**config.mk**
```make
export PLATFORM = sky130hd
export DESIGN_NAME = digit_serial_adder
export DESIGN_NICKNAME = d
export VERILOG_FILES = /design/src/rtl/digit_serial_adder.sv
export SDC_FILE = /design/constraint.sdc
export NUM_CORES = 1
export LEC_CHECK = 0
export ABC_CLOCK_PERIOD_IN_PS = 4100
export CORE_MARGIN = 1
export CORE_UTILIZATION = 45
export CTS_CLUSTER_DIAMETER = 150
export CTS_CLUSTER_SIZE = 25
export DETAILED_ROUTE_END_ITERATION = 8
export PLACE_DENSITY = 0.77
export RECOVER_POWER = 25
export SLEW_MARGIN = 30
export SYNTH_ARGS = -nofsm -noshare
export SYNTH_HDL_FRONTEND = slang
export SYNTH_SLANG_ARGS = --single-unit
export TNS_END_PERCENT = 10
```
**constraint.sdc**
```tcl
create_clock -name clk -period 4.1 [get_ports clk]
set_clock_uncertainty 0.05 [all_clocks]
set_input_delay 0.615 -clock clk [delete_from_list [all_inputs] [get_ports clk]]
set_output_delay 0.615 -clock clk [all_outputs]
set_load 0.01 [all_outputs]
```
**src/rtl/digit_serial_adder.sv**
```systemverilog
// digit_serial_adder: WIDTH-bit adder processing one 2-bit slice per clock, LSB first, start/busy/done handshake
module digit_serial_adder #(
  parameter int WIDTH = 8
) (
  input  logic             clk,
  input  logic             rst,
  input  logic             start,
  input  logic [WIDTH-1:0] a,
  input  logic [WIDTH-1:0] b,
  input  logic             cin,
  output logic             busy,
  output logic             done,
  output logic [WIDTH-1:0] sum,
  output logic             cout
);
  localparam int N  = WIDTH / 2;
  localparam int IW = (N > 1) ? $clog2(N) : 1;
  typedef enum logic [1:0] {IDLE, RUN, DONE} state_t;
  state_t           state, state_n;
  logic [WIDTH-1:0] op_a, op_b, partial, partial_n;
  logic             carry, accept, last;
  logic [IW-1:0]    idx;
  logic [2:0]       slc;
  assign accept = start && state != RUN;
  assign last   = idx == IW'(N - 1);
  assign busy   = state == RUN;
  assign done   = state == DONE;
  always_comb begin
    slc = {1'b0, op_a[2*idx +: 2]} + {1'b0, op_b[2*idx +: 2]} + {2'b00, carry};
    partial_n = partial;
    partial_n[2*idx +: 2] = slc[1:0];
    state_n = (state == RUN) ? (last ? DONE : RUN) : (start ? RUN : IDLE);
  end
  always_ff @(posedge clk or posedge rst)
    if (rst) state <= IDLE;
    else     state <= state_n;
  always_ff @(posedge clk or posedge rst) begin
    if (rst) begin
      op_a    <= '0;
      op_b    <= '0;
      carry   <= 1'b0;
      idx     <= '0;
      partial <= '0;
      sum     <= '0;
      cout    <= 1'b0;
    end else if (accept) begin
      op_a    <= a;
      op_b    <= b;
      carry   <= cin;
      idx     <= '0;
      partial <= '0;
    end else if (state == RUN) begin
      partial <= partial_n;
      carry   <= slc[2];
      idx     <= last ? '0 : idx + 1'b1;
      if (last) begin
        sum  <= partial_n;
        cout <= slc[2];
      end
    end
  end
endmodule

```
# Yosys cells after proc, flatten, opt, wreduce, memory -nomap -nowiden
# Index checks and enable logic that the tools add are counted.
[totals] ff_bits=38 in_bits=20 output_inout_bits=11 wordCells=35
[classes] addsub=4 n_eq_ne=4 shift=4 muxes=11 bitwise=1 n_reduce_logical=3
[op_table] cell="3-bit negation with 34-bit output" n=1
[op_table] cell="2-bit by 34-bit variable shift with 8-bit output, first input constant" n=1
[op_table] cell="2-bit by 34-bit variable part select with 8-bit output" n=1
[op_table] cell="8-bit 2-to-1 mux" n=2
[op_table] cell="8-bit by 4-bit variable part select with 2-bit output" n=2
[op_table] cell="2-bit 2-to-1 mux" n=5
[op_table] cell="8-bit bitwise mux" n=1
[op_table] cell="2-bit == test, second input constant" n=2
[op_table] cell="2-bit by 2-bit adder with 3-bit output" n=1
[op_table] cell="3-bit by 1-bit adder with 3-bit output" n=1
[op_table] cell="1-bit 2-to-1 mux" n=3
[op_table] cell="3-bit AND reduction" n=1
[op_table] cell="2-bit by 1-bit adder with 2-bit output, second input constant" n=1
[op_table] cell="2-bit by 1-bit == test with 1-bit output, second input constant" n=1
[op_table] cell="2-bit by 1-bit != test with 1-bit output, second input constant" n=1
[op_table] cell="2-bit nonzero test" n=1
[op_table] cell="1-bit logical AND" n=1
[op_table] cell="1-bit inverter" n=1

# Longest topological paths before layout
[logic_depth] depth_word=7 ltp_mapped=7 depth_no_buf=5

# Least setup slack after synthesis
# OpenSTA, ideal clock, no wires.
[synth_timing] kind="reg-to-reg" from="register idx[0]" to="register sum[1]" setup_ns=0.077 arrival_time_ns=2.458 t_required_ns=3.973 slack_ns=1.515 stages_incl_launch_ff=8 n_path_buf=2 synth_period_minus_slack_ns=2.585 path_cell_list="dfrtp_1 buf_2 mux4_2 fa_1 fa_1 buf_1 a21oi_1 a21oi_1"
[synth_via] elab_chain_cells=5 elab_cells_between_ends=10 cone_classes="add/sub (3); eq/ne (1); shift (4); mux (1); reduce/logical (1)"
[synth_rtl] element="start, declared" line="22" rtl="logic [IW-1:0] idx;"
[synth_rtl] element="start signal, assigned" line="55" rtl="idx <= last ? '0 : idx + 1'b1;"
[synth_rtl] element="8-bit by 4-bit variable part select with 2-bit output" line="29" rtl="slc = {1'b0, op_a[2*idx +: 2]} + {1'b0, op_b[2*idx +: 2]} + {2'b00, carry};"
[synth_rtl] element="2-bit by 2-bit adder with 3-bit output" line="29"
[synth_rtl] element="3-bit by 1-bit adder with 3-bit output" line="29"
[synth_rtl] element="2-bit by 34-bit variable part select with 8-bit output" line="31" rtl="partial_n[2*idx +: 2] = slc[1:0];"
[synth_rtl] element="8-bit bitwise mux" line="31"
[synth_rtl] element="end signal, assigned" line="57" rtl="sum <= partial_n;"
[synth_rtl] element="end, declared" line="13" rtl="output logic [WIDTH-1:0] sum,"
# Parallel ways exist; a longest one is shown, timed or not.
# A chain may end at the register's enable or synchronous reset.

# Worst setup path after layout
[layout_timing] from="register idx[0]" to="register sum[3]"
# Same word-level chain as after synthesis.

==> out/summary.txt <==
Status - finished, violations left
Failing checks - max-capacitance violations, max-slew violations
CP peak stage delay - 680 ps
Hold path endpoint - partial[1]$_DFFE_PP0P_
Reg2Reg Depth - 5
CP delay by family, top - adder cells
DRT Pass-1 Iters - 4
Initial Utilization - 0.4708
Final hold violation count - 0
Remaining DRCs - 0
Slew HR - -0.2942
Sequential fraction of the synthesis area - 0.5050
Hold path cells - 1
Port-buffer cells - 30
Post-CTS setup buffers - 0
CTS tree - done
# hold bufs at CTS - 0
Post-synth top flop - dfrtp_1
Setup TNS Final - 0 ps
Fin area - 0.002260 mm2
Root Buffer - clkbuf_8
Peak VDD IR - 453.9 uV
Setup CP Type - flip-flop to flip-flop
Worst hold-check path type - flip-flop to flip-flop
Worst path required time - 4260 ps
PwrDens - 848.5 mW/mm2
Post-synthesis cell count - 141
CTS buffer count - 5
Syn Nets - 169
H-Tree Depth - 2
Fillers - 325
Hold_sp - partial[1]$_DFFE_PP0P_
GRT overflow - 0
Sequential share of power - 0.357
Clk pwr share - 0.125
Buf/Inv on CP - 0
Area of the core - 0.004000 mm2
Post-Syn Area - 0.001883 mm2
Layout cell share with drive strength beyond 1 - 0.1834
Count leader, synth - dfrtp_1
Max-slew violation count - 39
Antenna diode count - 0
Worst setup EP type - flip-flop
Layout area overhead - 20.00%
Pin count of the biggest net entering global routing - 39
Avg Cell Area, Syn - 13.36 um2
Vias/cell - 5.425
Placement Cell Area - 0.002187 mm2
Routed Wire Length - 3302 um
Area contributors post-synth - dfrtp_1, mux2_4, mux4_2
Synthesized flop and latch total - 38
Vias in the first global route - 1195
Syn. warnings - 0
EDFF count, synth - 0
Height of the die - 66.69 um
Asr flop ratio synth - 1.000
Die area - 0.004448 mm2
Pint - 1.199 mW
Comb power frac - 0.517
Cell variety after synth - 26
RSZ-0062 raised after global routing - no
Die width - 66.69 um
CP arrival - 2920 ps
Layout Nets - 197
IO Count - 31
Detailed router's first-iteration violation count - 38
Mux cell area share after synthesis - 0.1960
Period utilization - 0.6729
Compound-Gate Fraction of Synth Area - 0.09635
CP Max Fanout - 14
Post-synth top cells - dfrtp_1, a21oi_1, nor2_1
Setup slack, reg-to-reg - 1340 ps
Slew @ Worst Pin - 1941 ps
Synth area leader - dfrtp_1
Critical-path cell list - mux4_2, fa_1, fa_1, a21oi_1, a21oi_1
Max Cap Viol - 1
Reg-to-Reg End - sum[3]$_DFFE_PP0P_
CTS Sinks - 38
Routed Antenna Nets - 0
P_sw - 0.7187 mW
RePlAce Congestion - 0.7716
Final HPWL DP - 2385 um
Yosys top cell area share - 0.5050
Routed via count - 1188
Fmax - 362.5 MHz
Largest family of logic cells by synthesized area - multiplexers
Post-cts repair resize count - 0
Reg clk slew, reported paths - 70 ps
Startpoint types - flip-flop
Xor/xnor share of the synthesized area - 0
Final count of negative-setup-slack endpoints - 0
Initial antenna violation count - 0
Leak pwr - 1.016 nW
Sw Ratio - 0.3749
Clk_lat worst skew - 290 ps
Synth Area in Adders - 0.06113
GRT Util Overall - 0.1743
Drt wl/cell - 15.08 um
Reg2Reg Launch Point - idx[0]$_DFFE_PP0P_
Minimum clock period - 2759 ps
Clk buf depth - 2
FP Rows - 23
Max stage delay cell, worst path - fa_1
Synth Area in Simple Gates - 0.1003
First-pass GRT wire length - 5589 um
-- final cells by class --
type / instances / area (um2) / area share
clock buffers: 7 / 76.32 / 0.03378
well taps: 50 / 62.56 / 0.02769
inverters: 3 / 11.26 / 0.004983
repair buffers: 31 / 304.0 / 0.1346
flip-flops and latches: 38 / 950.9 / 0.4208
multi-input cells: 90 / 854.6 / 0.3782
-- power by group through the flow --
stage	clock (mW)	sequential, mW	combinational, mW
after floorplan	0	0.663	0.748
after global placement	0	0.682	0.966
after detailed placement	0	0.697	0.993
after CTS	0.245	0.690	0.998
after global routing	0.260	0.715	1.09
final	0.240	0.685	0.992
-- cells by family (layout without fill, tap and decap cells) --
| logic type | after synthesis | after routing |
|---|---|---|
| and+or+nand+nor | 29 | 29 |
| DFF | 38 | 38 |
| buffers and inverters | 13 | 41 |
| adders and majority gates | 8 | 8 |
| muxes | 26 | 26 |
| AOI/OAI and AO/OA | 27 | 27 |
-- metrics by stage --
stage	worst slack (ps)	instances	hold slack (ps)	total power, mW	utilization
6_report	1341	219	440.6	1.917	0.5649
5_1_grt	926.9	219	472.1	2.067	0.5649
4_1_cts	1324	219	443.5	1.932	0.5658
3_5_place_dp	1359	212	427.4	1.690	0.5468
3_3_place_gp	1446	212	416.2	1.648	0.5468
2_1_floorplan	1515	141	408.2	1.412	-
-- per-layer routing --
metal  wire, um  up-vias  GRT usage
met5          0        -          0
li1           -      557          -
met3        155        6    0.05993
met2       1647       32     0.2942
met4         56        0    0.05851
met1       1443      593     0.2051
-- cells in the final DEF, fill, tap and decap left out, types with 2 or more instances in the layout --
cell type	instances
dfrtp_1	38
clkdlybuf4s50_1	29
a21oi_1	16
nor2_1	11
mux2_4	10
nor2b_1	9
a32o_1	8
mux2_2	7
ha_1	6
mux2i_1	5
clkbuf_8	5
mux4_2	4
and4bb_2	3
inv_1	3
clkbuf_1	3
nand2_1	2
fa_1	2
-- flip-flops by register name (all words and copies together) (netlist names) --
signal and count:
op_a 8, op_b 8, partial 8, sum 8, idx 2, state 2, carry 1, cout 1
-- how the worst max path moves through the flow --
stage                     slack [ps]          startpoint                   to  depth (start not counted)
after floorplan                 1510  idx[0]$_DFFE_PP0P_   sum[1]$_DFFE_PP0P_                          7
after global placement          1450  idx[0]$_DFFE_PP0P_   sum[3]$_DFFE_PP0P_                          5
after detailed placement        1360  idx[0]$_DFFE_PP0P_   sum[3]$_DFFE_PP0P_                          5
after CTS                       1320  idx[0]$_DFFE_PP0P_   sum[3]$_DFFE_PP0P_                          5
after global routing             930                 rst  op_b[1]$_DFFE_PP0P_                          3
final                           1340  idx[0]$_DFFE_PP0P_   sum[3]$_DFFE_PP0P_                          5
Note: power is estimated with default switching activity, not from simulation.
==> edit: new RTL, same flow settings <==
Register the inputs `start`, `a`, `b` and `cin` before use, without a reset. The logic sees them one clock later.
--- a/src/rtl/digit_serial_adder.sv
+++ b/src/rtl/digit_serial_adder.sv
@@ -17,4 +17,17 @@
   localparam int IW = (N > 1) ? $clog2(N) : 1;
   typedef enum logic [1:0] {IDLE, RUN, DONE} state_t;
+
+  logic start_q;
+  logic [WIDTH-1:0] a_q;
+  logic [WIDTH-1:0] b_q;
+  logic cin_q;
+
+  always_ff @(posedge clk) begin
+    start_q <= start;
+    a_q     <= a;
+    b_q     <= b;
+    cin_q   <= cin;
+  end
+
   state_t           state, state_n;
   logic [WIDTH-1:0] op_a, op_b, partial, partial_n;
@@ -22,5 +35,5 @@
   logic [IW-1:0]    idx;
   logic [2:0]       slc;
-  assign accept = start && state != RUN;
+  assign accept = start_q && state != RUN;
   assign last   = idx == IW'(N - 1);
   assign busy   = state == RUN;
@@ -30,5 +43,5 @@
     partial_n = partial;
     partial_n[2*idx +: 2] = slc[1:0];
-    state_n = (state == RUN) ? (last ? DONE : RUN) : (start ? RUN : IDLE);
+    state_n = (state == RUN) ? (last ? DONE : RUN) : (start_q ? RUN : IDLE);
   end
   always_ff @(posedge clk or posedge rst)
@@ -45,7 +58,7 @@
       cout    <= 1'b0;
     end else if (accept) begin
-      op_a    <= a;
-      op_b    <= b;
-      carry   <= cin;
+      op_a    <= a_q;
+      op_b    <= b_q;
+      carry   <= cin_q;
       idx     <= '0;
       partial <= '0;
Check against the original RTL: not equivalent (a bounded check fails within 4 cycles, from zero or initial values and one cycle with rst high).
==> edit against the original RTL <==
- the run still ends with max-capacitance violations, max-slew violations left
- worst setup slack worse by 0.011 ns
- cell count grew 16%
- area after synthesis rose by 19%
- die area rose by 19%
- hold slack got worse by 0.022 ns
- wire length up 7.1%
- design area is 18% higher
- first-iteration DRC count rose by 29%
- combinational power about the same
- sequential cell count increased by 18
- power increased by 14%
==> edit: results (changes against the original RTL) <==
Setup path
  – Worst Setup EP: sum[5]
  – Crit path DAT: 2.94 ns (+0.02 ns)
  – Crit Path Category: reg -> reg
  – Worst Reg-to-Reg Cells: 5 (unchanged)
  – Worst path slowest cell: dfrtp_1

Logic synthesis
  – Post-Synth Adder-Cell Area: 5.131% (-0.98 points)
  – Most frequent cells after synthesis: 38 x dfrtp_1, 18 x dfxtp_1, 16 x a21oi_1
  – Post-synthesis compound-gate area fraction: 8.087% (-1.5 points)
  – Post-synthesis mux area share: 16.45% (-3.1 points)
  – Seq/Total Area, Yosys: 58.45% (+8.0 points)
  – Post-Syn Instances: 159 (+13%)
  – Synth top area cells: dfrtp_1 42%, dfxtp_1 16%, mux2_4 6.7%, mux4_2 4.0%, a21oi_1 3.6%
  – Ys async rst share: 67.86% (-32 points)
  – Distinct cells, synth: 27 (+3.8%)
  – Synth Net Count: 187 (+11%)

Layout
  – Post-route design area: 2668 um^2 (+18%)
  – # nets final: 215 (+9.1%)
  – Share of cells above drive strength 1: 17.55% (-0.79 points)
  – Fill count: 414 (+27%)

Min path
  – Min-Delay Endpoint: op_b[2]
  – Worst Hold Launch: b_q[2]

Placement
  – Pre-CTS WS: 1.359 ns (+0.0001800 ns)
  – Routability Congestion: 0.7881 (+2.1%)
  – Area post-placement: 2569 um^2 (+17%)
  – Placed Cells: 247 (+17%)

Pwr
  – Sw Ratio: 35.00% (-2.5 points)
  – Peak VDD IR: 376.4 uV (-17%)
  – Leak Pwr: 1.188 nW (+17%)

Timing
  – Highest clock rate: 361.1 MHz (-0.39%)
  – Hold slack: 0.4189 ns (-0.02163 ns)
  – Max Transition Viols Final: 39 (unchanged)
  – Worst relative slew slack: -31.97% (-2.6 points)

Status
  – Outcome: finished, violations left
  – Failing checks: max-capacitance violations, max-slew violations

Detailed routing
  – Routed WL: 3.536 mm (+7.1%)
  – DRT iter0 DRCs: 49 (+29%)
  – Wire per inst: 13.87 um (-8.0%)

Run
  – Max Cap Viol: 1 (unchanged)

Global routing
  – First-pass GRT wire length: 6.099 mm (+9.1%)
  – GRT Total Usage: 15.35% (-2.1 points)

Clock network
  – Worst-path clk slew: 0.09 ns (+0.02 ns)
==> edit: changes by cell type after synthesis <==
cell / before / now
dfxtp_1: 0 / 18
==> edit: layout make-up <==
type / count / area share [%]
clock buffers: 7 / 3.659
well taps: 67 / 3.143
clock inverters: 1 / 0.1876
multi-input cells: 90 / 32.04
inverters: 3 / 0.4221
repair buffers: 31 / 11.40
flip-flops and latches: 56 / 49.16
==> edit: layer usage <==
metal  GRT usage, %  vias to the layer above  wire length, um
li1               -                      615                -
met3          3.039                        6              130
met2          26.69                       31             1867
met4          6.754                        0               63
met5              0                        -                0
met1          18.53                      639             1476
==> edit: power groups by stage <==
stage	Clock [mW]	Sequential [mW]	Combinational (mW)
5_1_grt	0.348	0.902	1.08
3_5_place_dp	0	0.889	0.998
6_report	0.314	0.876	0.990
3_3_place_gp	0	0.878	0.966
4_1_cts	0.326	0.879	1.00
2_1_floorplan	0	0.853	0.748
